===== src/rtl/mux32_arbiter_if.sv =====
// Bundles the request/data/grant and output-beat signals of the 4-way round-robin arbiter.
interface mux32_arbiter_if;
  logic [3:0]  req;
  logic [31:0] data0;
  logic [31:0] data1;
  logic [31:0] data2;
  logic [31:0] data3;
  logic        out_ready;
  logic [3:0]  gnt;
  logic [1:0]  sel;
  logic [31:0] out_data;
  logic        out_valid;

  modport master (
    output req, data0, data1, data2, data3, out_ready,
    input  gnt, sel, out_data, out_valid
  );

  modport slave (
    input  req, data0, data1, data2, data3, out_ready,
    output gnt, sel, out_data, out_valid
  );
endinterface


===== src/rtl/mux32_arbiter.sv =====
// Round-robin arbiter over four 32-bit requesters with bounded bursts and a
// single registered output slot that honours downstream backpressure.
//
// state | meaning
// IDLE  | no owner; pick next requester starting from ptr
// GRANT | owner holds the datapath for up to BURST beats
module mux32_arbiter #(
  parameter int BURST = 4
) (
  input logic         clk,
  input logic         reset,
  mux32_arbiter_if.slave bus
);

  typedef enum logic {IDLE, GRANT} state_t;

  state_t      state;
  logic [1:0]  owner;
  logic [1:0]  ptr;
  logic [3:0]  cnt;
  logic [1:0]  sel;
  logic [31:0] out_data;
  logic        out_valid;

  logic        slot_free;
  logic        beat;
  logic [1:0]  pick;
  logic [31:0] word;

  assign slot_free = !out_valid || bus.out_ready;
  assign beat      = (state == GRANT) && bus.req[owner] && slot_free && !reset;

  // Scan downward so the requester closest to ptr is the last (winning) assignment.
  always_comb begin
    pick = ptr;
    for (int i = 3; i >= 0; i--) begin
      if (bus.req[ptr + 2'(i)]) pick = ptr + 2'(i);
    end
  end

  always_comb begin
    word = bus.data0;
    case (sel)
      2'd0: word = bus.data0;
      2'd1: word = bus.data1;
      2'd2: word = bus.data2;
      2'd3: word = bus.data3;
      default: word = bus.data0;
    endcase
  end

  always_ff @(posedge clk) begin
    if (reset) begin
      state     <= IDLE;
      owner     <= 2'd0;
      ptr       <= 2'd0;
      cnt       <= 4'd0;
      sel       <= 2'd0;
      out_data  <= 32'd0;
      out_valid <= 1'b0;
    end else begin
      case (state)
        IDLE: begin
          if (bus.req != 4'd0) begin
            owner <= pick;
            sel   <= pick;
            cnt   <= 4'd0;
            state <= GRANT;
          end
        end
        GRANT: begin
          if (!bus.req[owner]) begin
            state <= IDLE;
            ptr   <= owner + 2'd1;
          end else if (slot_free) begin
            cnt <= cnt + 4'd1;
            if (cnt + 4'd1 == 4'(BURST)) begin
              state <= IDLE;
              ptr   <= owner + 2'd1;
            end
          end
        end
        default: state <= IDLE;
      endcase

      // The output slot is independent of arbitration so a pending beat outlives its grant.
      if (beat) begin
        out_data  <= word;
        out_valid <= 1'b1;
      end else if (bus.out_ready) begin
        out_valid <= 1'b0;
      end
    end
  end

  assign bus.gnt       = beat ? (4'b0001 << owner) : 4'b0000;
  assign bus.sel       = sel;
  assign bus.out_data  = out_data;
  assign bus.out_valid = out_valid;

endmodule


===== src/flat_wrapper.sv =====
// flat-port wrapper written by rule: the top's interface ports become plain ports
module mux32_arbiter_flat 
#(
  parameter int BURST = 4
)
  (clk, reset, bus_req, bus_data0, bus_data1, bus_data2, bus_data3, bus_out_ready, bus_gnt, bus_sel, bus_out_data, bus_out_valid);
  mux32_arbiter_if bus_i ();
  input logic clk;
  input logic reset;
  input wire logic [$bits(bus_i.req)-1:0] bus_req;
  input wire logic [$bits(bus_i.data0)-1:0] bus_data0;
  input wire logic [$bits(bus_i.data1)-1:0] bus_data1;
  input wire logic [$bits(bus_i.data2)-1:0] bus_data2;
  input wire logic [$bits(bus_i.data3)-1:0] bus_data3;
  input wire logic [$bits(bus_i.out_ready)-1:0] bus_out_ready;
  output wire logic [$bits(bus_i.gnt)-1:0] bus_gnt;
  output wire logic [$bits(bus_i.sel)-1:0] bus_sel;
  output wire logic [$bits(bus_i.out_data)-1:0] bus_out_data;
  output wire logic [$bits(bus_i.out_valid)-1:0] bus_out_valid;
  assign bus_i.req = bus_req;
  assign bus_i.data0 = bus_data0;
  assign bus_i.data1 = bus_data1;
  assign bus_i.data2 = bus_data2;
  assign bus_i.data3 = bus_data3;
  assign bus_i.out_ready = bus_out_ready;
  assign bus_gnt = bus_i.gnt;
  assign bus_sel = bus_i.sel;
  assign bus_out_data = bus_i.out_data;
  assign bus_out_valid = bus_i.out_valid;
  mux32_arbiter #(.BURST(BURST)) u_core (.clk(clk), .reset(reset), .bus(bus_i));
endmodule

===== config.mk =====
export PLATFORM = sky130hd
export DESIGN_NAME = mux32_arbiter_flat
export DESIGN_NICKNAME = d
export VERILOG_FILES = /design/src/rtl/mux32_arbiter_if.sv /design/src/rtl/mux32_arbiter.sv /design/src/flat_wrapper.sv
export SDC_FILE = /design/constraint.sdc
export NUM_CORES = 1
export LEC_CHECK = 0
export ABC_AREA = 1
export BUFFER_PORTS_ARGS = -buffer_cell sky130_fd_sc_hd__buf_2
export CORE_ASPECT_RATIO = 0.75
export CORE_MARGIN = 4
export CORE_UTILIZATION = 35
export CTS_BUF_LIST = sky130_fd_sc_hd__clkbuf_2 sky130_fd_sc_hd__clkbuf_4 sky130_fd_sc_hd__clkbuf_8
export DETAILED_ROUTE_END_ITERATION = 6
export PLACE_DENSITY = 0.68
export SLEW_MARGIN = 20
export SYNTH_ARGS = -nofsm -noshare
export SYNTH_HDL_FRONTEND = slang
export SYNTH_SLANG_ARGS = --single-unit

===== constraint.sdc =====
create_clock -name clk -period 2.4 [get_ports clk]
set_clock_uncertainty 0.05 [all_clocks]
set_input_delay 0.36 -clock clk [delete_from_list [all_inputs] [get_ports clk]]
set_output_delay 0.36 -clock clk [all_outputs]
set_load 0.05 [all_outputs]

Yosys cells after proc, flatten, opt, wreduce, memory -nomap -nowiden
Index checks and enable logic that the tools add are counted.

Shifts and indexed selects: 1. Equality and inequality tests: 9. Reduce and logical (&&, ||, !) cells: 12. Mux-type cells: 30. Order comparisons: 5. Bitwise gates (word level): 1. $add $sub $neg: 5.

Operators with widths (count): 32-bit case mux with 4 select lines (1); 4-bit two-way mux (4); 2-bit by 3-bit < comparator with 1-bit output, second input constant (5); 2-bit two-way mux (7); 1-bit two-way mux (11); 1-bit binary-select mux with 2-bit select (5); 4-bit case mux with 2 select lines (1); 2-bit inequality test, second input constant (3); 3-bit AND reduction (2); 2-bit by 1-bit adder with 2-bit output, second input constant (2); 2-bit adder, second input constant (2); 4-bit by 1-bit adder with 4-bit output, second input constant (1); 2-bit equality test, second input constant (2); 4-bit by 3-bit equality test with 1-bit output, second input constant (1); 2-bit by 1-bit inequality test with 1-bit output, second input constant (2); 4-bit nonzero test (1); 1-bit by 2-bit left shift with 4-bit output, first input constant (1); 1-bit logical AND (3); 2-bit by 1-bit equality test with 1-bit output, second input constant (1); 1-bit zero test (2); 2-bit zero test (1); 1-bit case mux with 2 select lines (1); 2-bit AND reduction (1); 2-bit nonzero test (1); other kinds (2) (2).

Bits in registers: 42. Logic and storage cells: 69. Output and inout port bits: 39. Input port bits: 135.

Longest topological paths before layout
Gate-level depths: netlist of run 1.

Depth in word-level cells: 7. Gate-level depth with buffers: 12. Depth with buffers taken out: 11.

Least setup slack after synthesis of run 1
Ideal clock, no wire load.

Path kind: register -> output. Start point: reg u_core.owner[1]. End point: out bus_gnt[0]. Required time: 1.990 ns. Buffers on the path: 1. Stages on the path, launching flop included: 8. Arrival: 2.259 ns. Slack: -0.269 ns. Cells stage by stage: dfxtp_1 inv_1 nand3_2 nand2_2 nor3_4 nand2_4 buf_6 nor2_1.

Longest elaborated chain between the ends: 6. Elaborated cells between the ends (all ways): 7. Those cells by class: shift: 1; mux: 3; reduce/logical: 3.

RTL lines: start, declared (RTL line mux32_arbiter.sv:18) `logic [1:0] owner;`; start signal, assigned (RTL line mux32_arbiter.sv:65) `owner <= pick;`; 1-bit binary-select mux with 2-bit select (RTL line mux32_arbiter.sv:31) `assign beat = (state == GRANT) && bus.req[owner] && slot_free && !reset;`; 1-bit two-way mux (implied by the code) (RTL line mux32_arbiter.sv:31); 1-bit logical AND (3 in series) (RTL line mux32_arbiter.sv:31); 4-bit two-way mux * (RTL line mux32_arbiter.sv:96) `assign bus.gnt = beat ? (4'b0001 << owner) : 4'b0000;`; end, declared (RTL line flat_wrapper.sv:16) `output wire logic [$bits(bus_i.gnt)-1:0] bus_gnt;`.

Every way passes the cells marked *; elsewhere a longest branch is shown, timed or not. The select of a mux whose other input is x is not followed.

Final worst setup path of run 1
Start point: reg u_core.owner[0]. End point: out bus_gnt[3].

The elaborated chain is that of the path after synthesis.

==> results of run 1 <==
metrics by stage:
stage               hold WS (ns)  cells  power (uW)  instance area, um2
finish                     0.254    645        2930                3800
floorplan                  0.379    381        1970                2750
CTS                        0.251    645        2970                3800
global placement           0.413    636        2350                3680
detailed placement         0.415    636        2380                3680
global route               0.253    645        3140                3800
synthesized netlist by cell type (2+ instances only):
cell type  instances  area (um2)
buf_1              2        7.51
inv_1             21        78.8
nand2_1          104         390
inv_2              3        11.3
a21oi_1            7        35.0
buf_2              7        35.0
nor2_1            45         169
dfxtp_1           42         841
buf_6              3        33.8
clkbuf_1          18        67.6
ha_1               7        87.6
o31ai_2           26         325
a221oi_1          32         280
nand3_1           41         205
o31ai_1            6        45.0
o21ai_0            7        35.0
nand3_2            2        20.0
registers in the layout, indices dropped and copies added, names as in the netlist:
register	count
u_core.owner	2
u_core.ptr	2
u_core.cnt	4
u_core.state	1
u_core.bus.out_valid	1
u_core.bus.out_data	32
layout make-up:
cell class              instances  area [um2]  area share [%]
multi-input cells             285        1670            44.0
inverters                      24        90.1            2.37
flip-flops and latches         42         843            22.2
well taps                     101         126            3.32
repair buffers                185         956            25.1
clock inverters                 1        30.0           0.789
clock buffers                   7        83.8            2.20
placed cells by master (no fill, tap or decap), drive strengths merged, types with 24 or more instances in the layout:
cell type / synthesis / final
buf: 12 / 185
inv: 24 / 24
nand3: 43 / 43
a221oi: 32 / 32
nand2: 106 / 106
nor2: 45 / 45
o31ai: 32 / 32
dfxtp: 42 / 42
power by group through the flow:
| stage | combinational, uW | clock (uW) | sequential, uW |
|---|---|---|---|
| 2_1_floorplan | 783 | 0 | 1180 |
| 3_3_place_gp | 1470 | 0 | 883 |
| 3_5_place_dp | 1490 | 0 | 888 |
| 4_1_cts | 1500 | 595 | 871 |
| 5_1_grt | 1630 | 622 | 885 |
| 6_report | 1480 | 579 | 871 |
worst register-to-register path, delay by kind of cell (launching register included):
| kind | cells | cell delay [ns] |
|---|---|---|
| and+or+nand+nor | 1 | 0.09 |
| buffers and inverters | 3 | 0.72 |
| adders and majority gates | 1 | 0.22 |
| AOI/OAI and AO/OA | 2 | 0.40 |
| DFF | 1 | 0.39 |
per-layer routing:
metal | vias to the layer above | share of wire [%] | global-route usage, %
li1 | 1643 | - | -
met1 | 1487 | 43 | 25.1
met2 | 134 | 48 | 33.3
met3 | 8 | 8.2 | 4.84
met4 | 0 | 0.97 | 3.80
met5 | - | 0 | 0
logic make-up (layout without fill, tap and decap cells):
family / Yosys count / count (layout) / share of synthesized area, %
AOI/OAI and AO/OA: 80 / 80 / 26.8
xor gates and xnor gates: 2 / 2 / 0.640
adders and majority gates: 7 / 7 / 3.20
buffers and inverters: 54 / 217 / 8.54
DFF: 42 / 42 / 30.7
and+or+nand+nor: 196 / 196 / 30.1
worst max-delay path by stage:
| stage | endpoint | cells past startpoint | slack [ns] |
|---|---|---|---|
| 6_report | bus_gnt[3] | 8 | 0.15 |
| 3_3_place_gp | bus_gnt[1] | 8 | 0.38 |
| 3_5_place_dp | bus_gnt[3] | 8 | 0.33 |
| 5_1_grt | bus_gnt[1] | 8 | 0.006 |
| 4_1_cts | bus_gnt[3] | 8 | 0.08 |
| 2_1_floorplan | bus_gnt[0] | 7 | 0.02 |
timing repair:
action | in CTS | in global routing
hold buffers | 0 | 0
pin swaps | 1 | 0
gates resized for setup | 0 | 1
buffers inserted | 1 | 0
setup endpoints to repair | 2 | 4
==> metrics.yaml, run 1 <==
outcome:
  status: "finished, final reports clean"
pwr:
  seqPwrFrac_pct: 29.7
  ir_drop_mv: 0.318
  power.leakage_uw: 0.00193
  swShare_pct: 45.2
  power_frac_comb_pct: 50.5
  p_per_area_nw_per_um2: 771
  p_clk_share_pct: 19.7
  intPower_uw: 1610
  p_sw_uw: 1330
place:
  finalWeightedCongestion: 0.825
  port_buffers: 173
  detailedPlace.worstSlack_ns: 0.327
  dp_hpwl_um: 7330
run:
  maxCapViolCount: 0
min_path:
  holdCritStartpoint: "reset"
  worstHoldEndpoint: "u_core.cnt[3]"
  hold_depth: 2
  hp-class: "primary input to flip-flop"
floorplanning:
  initial_core_util_pct: 36.7
  die_area_um2: 9320
  fp-row-count: 27
  core_area_um2: 7470
  die_y_um: 84.6
  fp.dieW_um: 110
  io-pin-count: 174
setup_path:
  max_stage_delay_ns: 0.36
  crit_fanout: 16
  r2r_end: "u_core.bus.out_data[12]"
  reg2regPathDepth: 7
  cp.arrival_ns: 1.84
  rrSetupSlack_ns: 0.44
  path_buf_inv: 2
  critPathLaunch: "u_core.owner[0]"
  r2r_start: "u_core.owner[1]"
  cp_cell_sequence: "inv_2 -> nand2_1 -> nand3_2 -> nand2_2 -> nor3_4 -> nand2_4 -> nor2_2 -> buf_2"
  crit_type: "flip-flop to output port"
  critPathSlowestCell: "dfxtp_2"
  required_ns: 1.99
  start_kind: "flip-flop"
  crit_family: "simple AND/OR/NAND/NOR gates"
  cp-end-kind: "output port"
clock_tree:
  clk_pin_slew_ns: 0.08
  cts_inserted_buffers: 5
  clock_sinks: 42
  clock_path_buffers: 2
  clk_latency_ns: 0.29
  clock-root-buffer: "clkbuf_8"
  cts_tree: "yes"
  h-tree-depth: 2
layout:
  diodes: 0
  nNetsFinal: 685
  fill_cells: 781
  area_growth_syn_to_layout_pct: 38.9
  drive_gt1_share_pct: 42.8
  utilization_pct: 50.9
global_route:
  grt_overflow: 0
  grt_usage_pct: 19.6
  antenna_found_initial: 0
  grt_pass1_vias: 3068
  grt_pass1_wl_um: 14800
  grt_max_degree: 39
timing:
  slew_headroom_pct: 61.1
  min_period_over_period_pct: 93.7
  min_period_ns: 2.25
  final_hold_viol_count: 0
  fmax_mhz: 445
  rsz0062_at_grt: "no"
  tightest_slew_ns: 0.582
  finalMaxSlewViolations: 0
  fin_ws_ns: 0.152
  setup_viol: 0
  tns_ns: 0
synth:
  yosysWarnings: 0
  ys.flop_type: "dfxtp_1"
  synth_fp_nets: 523
  ys_seq_elements: 42
  syn_area_um2: 2740
  async_flop_share_pct: 0
  syn_inst: 381
  synth-seq-area-share_pct: 30.7
  ys_types: 25
  avgSynthCellArea_um2: 7.19
  synth_edf_count: 0
routing:
  viasPerCell: 5.07
  drtIter0Drc: 135
  totalWireLength_um: 9460
  num_vias: 3272
  wl_per_cell_um: 14.7
  remaining_drc_errors: 0
  drtAntennaViolNets: 0
  drtPass1Iterations: 4
Power figures use the tool's default switching activity.
==> run 2, diff against run 1 <==
RECOVER_POWER = 50   (was not set)
==> run 2 against run 1 <==
Net effect: die area did not move; worst setup slack lost 0.011 ns; cell count unchanged; sequential share of layout area up 0.26 points; largest cell class unchanged; non-clock buffer count unchanged; hold slack hardly changed; largest power group unchanged; highest routed layer unchanged; register-to-register slack about the same; flip-flop and latch count unchanged.
==> metrics.yaml, run 2 (synthesized netlist as in run 1, its figures left out) <==
clock_tree:
  clk_pin_slew_ns: 0.08
  clock-root-buffer: "clkbuf_8"
  cts_inserted_buffers: 5
  clock_sinks: 42
  clock_path_buffers: 2
  clk_latency_ns: 0.29
  h-tree-depth: 2
  cts_tree: "yes"
timing:
  tightest_slew_ns: 0.645
  fin_ws_ns: 0.141
  hold_ws_ns: 0.254
  final_hold_viol_count: 0
  slew_headroom_pct: 57.2
  min_period_over_period_pct: 94.1
  setup_viol: 0
  min_period_ns: 2.26
  fmax_mhz: 443
  rsz0062_at_grt: "no"
  tns_ns: 0
  finalMaxSlewViolations: 0
routing:
  drtPass1Iterations: 4
  num_vias: 3263
  drtAntennaViolNets: 0
  totalWireLength_um: 9510
  drtIter0Drc: 122
  viasPerCell: 5.06
  wl_per_cell_um: 14.7
  remaining_drc_errors: 0
floorplanning:
  fp.dieW_um: 110
  io-pin-count: 174
  die_area_um2: 9320
  fp-row-count: 27
  initial_core_util_pct: 36.7
  core_area_um2: 7470
  die_y_um: 84.6
setup_path:
  max_stage_delay_ns: 0.36
  path_buf_inv: 2
  required_ns: 1.99
  reg2regPathDepth: 7
  cp.depth: 8
  cp_cell_sequence: "inv_2 -> nand2_1 -> nand3_2 -> nand2_2 -> nor3_4 -> nand2_4 -> nor2_2 -> buf_2"
  cp-end-kind: "output port"
  crit_type: "flip-flop to output port"
  start_kind: "flip-flop"
  cp.arrival_ns: 1.85
  critPathSlowestCell: "dfxtp_2"
  crit_fanout: 16
  crit_family: "simple AND/OR/NAND/NOR gates"
global_route:
  grt_overflow: 0
  antenna_found_initial: 0
  grt_pass1_wl_um: 14800
  grt_pass1_vias: 3068
  grt_usage_pct: 19.6
  grt_max_degree: 39
min_path:
  hp-class: "primary input to flip-flop"
  hold_depth: 2
layout:
  largest_register_ffs: 32
  drive_gt1_share_pct: 36.4
  mostFrequentLayoutCell: "buf_2"
  diodes: 0
  area_growth_syn_to_layout_pct: 37.3
  final_cell_mix: "buf_2, nand2_1, nor2_1, nand3_1, dfxtp_1"
  regMostFlops: "u_core.bus.out_data"
  largest_registers: "u_core.bus.out_data: 32 flops, u_core.cnt: 4 flops"
  nNetsFinal: 685
pwr:
  swShare_pct: 45.7
  intPower_uw: 1580
  power_frac_comb_pct: 50.0
  seqPwrFrac_pct: 30.0
  ir_drop_mv: 0.300
  p_clk_share_pct: 19.9
  p_per_area_nw_per_um2: 775
  p_sw_uw: 1330
  power.leakage_uw: 0.00179
outcome:
  status: "finished, final reports clean"
place:
  finalWeightedCongestion: 0.825
  detailedPlace.worstSlack_ns: 0.327
  port_buffers: 173
  dp_hpwl_um: 7330
run:
  maxCapViolCount: 0
-- run 2: worst register-to-register path: cells and delay by family, from the launching register on --
kind | cells | cell delay, ns
DFF | 1 | 0.39
adders and majority gates | 1 | 0.22
buffers and inverters | 3 | 0.72
and+or+nand+nor | 1 | 0.08
AOI/OAI and AO/OA | 2 | 0.41
-- run 2: per-stage QoR --
stage                     power (uW)  utilization, %  cell area [um2]  instances
after floorplan                 1970               -             2750        381
after global placement          2350            49.3             3680        636
after detailed placement        2380            49.3             3680        636
after CTS                       2970            50.9             3800        645
after global routing            3120            50.4             3760        645
final                           2910            50.4             3760        645
-- run 2: routing by layer --
layer | wire [um] | share of wire [%] | GRT usage [%]
met1 | 4150 | 44 | 25.1
met2 | 4510 | 47 | 33.3
met4 | 92 | 0.97 | 3.80
met3 | 756 | 8.0 | 4.84
met5 | 0 | 0 | 0
-- run 2: repair_timing --
action,in CTS,in global routing
resized for setup,0,1
pin swaps,1,0
hold buffers,0,0
setup buffers,1,0
setup endpoints to repair,2,4
-- run 2: final timing paths --
path	start	end	slack (ns)
min	reset	u_core.cnt[3]	0.25
max	u_core.owner[0]	bus_gnt[3]	0.14
max reg2reg	u_core.owner[1]	u_core.bus.out_data[12]	0.44
min reg2reg	u_core.cnt[3]	u_core.cnt[3]	0.43
-- run 2: cell type report --
cell class	instances	area, um2
fillers	798	3710
clock buffers	7	83.8
repair buffers	185	912
clock inverters	1	30.0
well taps	101	126
flip-flops and latches	42	843
multi-input cells	285	1670
inverters	24	90.1
-- run 2: power by group through the flow --
| stage | sequential [uW] | combinational (uW) | clock, uW |
|---|---|---|---|
| 2_1_floorplan | 1180 | 783 | 0 |
| 3_3_place_gp | 883 | 1470 | 0 |
| 3_5_place_dp | 888 | 1490 | 0 |
| 4_1_cts | 871 | 1500 | 595 |
| 5_1_grt | 889 | 1610 | 622 |
| 6_report | 875 | 1460 | 580 |
==> run 3, diff against run 2 <==
CORE_UTILIZATION = 48   (was 35)
PLACE_DENSITY = 0.89   (was 0.68)
==> run 3 against run 2 <==
Net effect: flip-flop and latch count unchanged; hold slack worse by 0.0041 ns; utilization grew 17 points; sequential power about the same; combinational power barely moved; clock-buffer cell count decreased by 2; critical path type unchanged; critical endpoint unchanged; largest cell class unchanged.
==> metrics.yaml, run 3 (synthesized netlist as in run 1, its figures left out) <==
outcome:
  status: "finished, final reports clean"
routing:
  wl_per_cell_um: 15.9
  wl_met2_um: 4910
  drtIter0Drc: 204
  drtPass1Iterations: 5
  wl_met1_um: 3780
  dr_wl_met3_um: 868
  num_vias: 3345
  viasPerCell: 5.42
  remaining_drc_errors: 0
  top_layer: "met5"
  drtAntennaViolNets: 0
  totalWireLength_um: 9810
floorplanning:
  fp-row-count: 23
  fp.dieW_um: 95.2
  io-pin-count: 174
  initial_core_util_pct: 50.4
  core_area_um2: 5440
  die_y_um: 73.4
  die_area_um2: 6990
clock_tree:
  cts_resized: 0
  clk_pin_slew_ns: 0.09
  cts-hold-fix-buffers: 0
  clock_sinks: 42
  postCtsSetupBuffers: 0
  clock-root-buffer: "clkbuf_8"
  cts_inserted_buffers: 5
  clock_path_buffers: 2
  h-tree-depth: 2
  cts_tree: "yes"
  clk_latency_ns: 0.30
setup_path:
  cp.arrival_ns: 1.83
  crit_fanout: 7
  cp-end-kind: "output port"
  critPathLaunch: "u_core.owner[0]"
  rrSetupSlack_ns: 0.40
  reg2regPathDepth: 7
  crit_type: "flip-flop to output port"
  start_kind: "flip-flop"
  r2r_start: "u_core.owner[0]"
  r2r_end: "u_core.bus.out_data[19]"
  cp-endpoint: "bus_gnt[3]"
  required_ns: 1.99
timing:
  rsz0062_at_grt: "no"
  slew_headroom_pct: 56.5
  min_period_over_period_pct: 93.5
  min_period_ns: 2.24
  tightest_slew_ns: 0.655
  final_hold_viol_count: 0
  finalMaxSlewViolations: 0
  setup_viol: 0
  fmax_mhz: 446
  tns_ns: 0
global_route:
  grt_overflow: 0
  antenna_found_initial: 1
  grt_pass1_vias: 3199
  grt_usage_pct: 27.7
  grt_pass1_wl_um: 15100
  grt_max_degree: 43
layout:
  largest_register_ffs: 32
  mostFrequentLayoutCell: "buf_2"
  regMostFlops: "u_core.bus.out_data"
  drive_gt1_share_pct: 36.2
  utilization_pct: 67.8
  largest_registers: "u_core.bus.out_data: 32 flops, u_core.cnt: 4 flops"
  final_area_um2: 3690
  area_growth_syn_to_layout_pct: 34.7
  final_cell_mix: "buf_2, nand2_1, nor2_1, nand3_1, dfxtp_1"
  fill_cells: 492
  seqCellArea_um2: 842
  nNetsFinal: 683
  diodes: 0
  multiInputGateArea_um2: 1670
place:
  finalWeightedCongestion: 0.927
  port_buffers: 173
  dp_hpwl_um: 7710
  dpl_cell_area_um2: 3640
pwr:
  p_per_area_nw_per_um2: 756
  total_power_uw: 2790
  ir_drop_mv: 0.384
  power.leakage_uw: 0.00177
run:
  maxCapViolCount: 0
min_path:
  hp-class: "primary input to flip-flop"
## run 3: cell types whose count changed in the layout (fill, tap and decap cells not counted), sizes merged
| cell | delta |
|---|---|
| buf | -1 |
| clkinvlp | +1 |
| bufinv | -1 |
| clkbuf | -3 |
| clkinv | +2 |
## run 3: worst min-delay path by stage
stage	startpoint	end	slack [ns]	cells after the start
after floorplan	reset	u_core.bus.out_valid	0.38	1
after global placement	u_core.bus.out_data[22]	u_core.bus.out_data[22]	0.41	2
after detailed placement	u_core.bus.out_data[19]	u_core.bus.out_data[19]	0.43	2
after CTS	reset	u_core.cnt[2]	0.24	2
after global routing	reset	u_core.cnt[2]	0.24	2
final	reset	u_core.cnt[2]	0.25	2
## run 3: cell type report
cell class	count	share of cell area, %
Multi-Input combinational cell	285	45.4
Timing Repair Buffer	183	24.4
Sequential cell	42	22.8
Tap cell	75	2.54
Inverter	24	2.44
Clock buffer	5	1.87
Clock inverter	3	0.577
## run 3: critical path, stage by stage (launching register included)
cell	delay, ns
dfxtp_1	0.49
nand2_1	0.11
nand3_2	0.09
nand2_2	0.07
nor3_4	0.29
nand2_4	0.12
nor2_2	0.10
buf_2	0.26
## run 3: per-stage QoR
| step | hold slack [ns] | setup WS (ns) | instances |
|---|---|---|---|
| floorplan | 0.379 | 0.0155 | 381 |
| global placement | 0.409 | 0.550 | 609 |
| detailed placement | 0.428 | 0.405 | 609 |
| CTS | 0.236 | 0.153 | 617 |
| global route | 0.244 | 0.00179 | 617 |
| finish | 0.250 | 0.156 | 617 |
## run 3: report_power, final
part / switching, uW / total [uW] / internal, uW
registers: 75.5 / 876 / 801
logic: 1010 / 1450 / 435
clock network: 259 / 464 / 205
## run 3: metal layers
metal / track usage (%) / vias to the layer above
li1: - / 1641
met1: 33.1 / 1508
met2: 47.2 / 169
met3: 6.86 / 25
met4: 12.0 / 2
met5: 0 / -
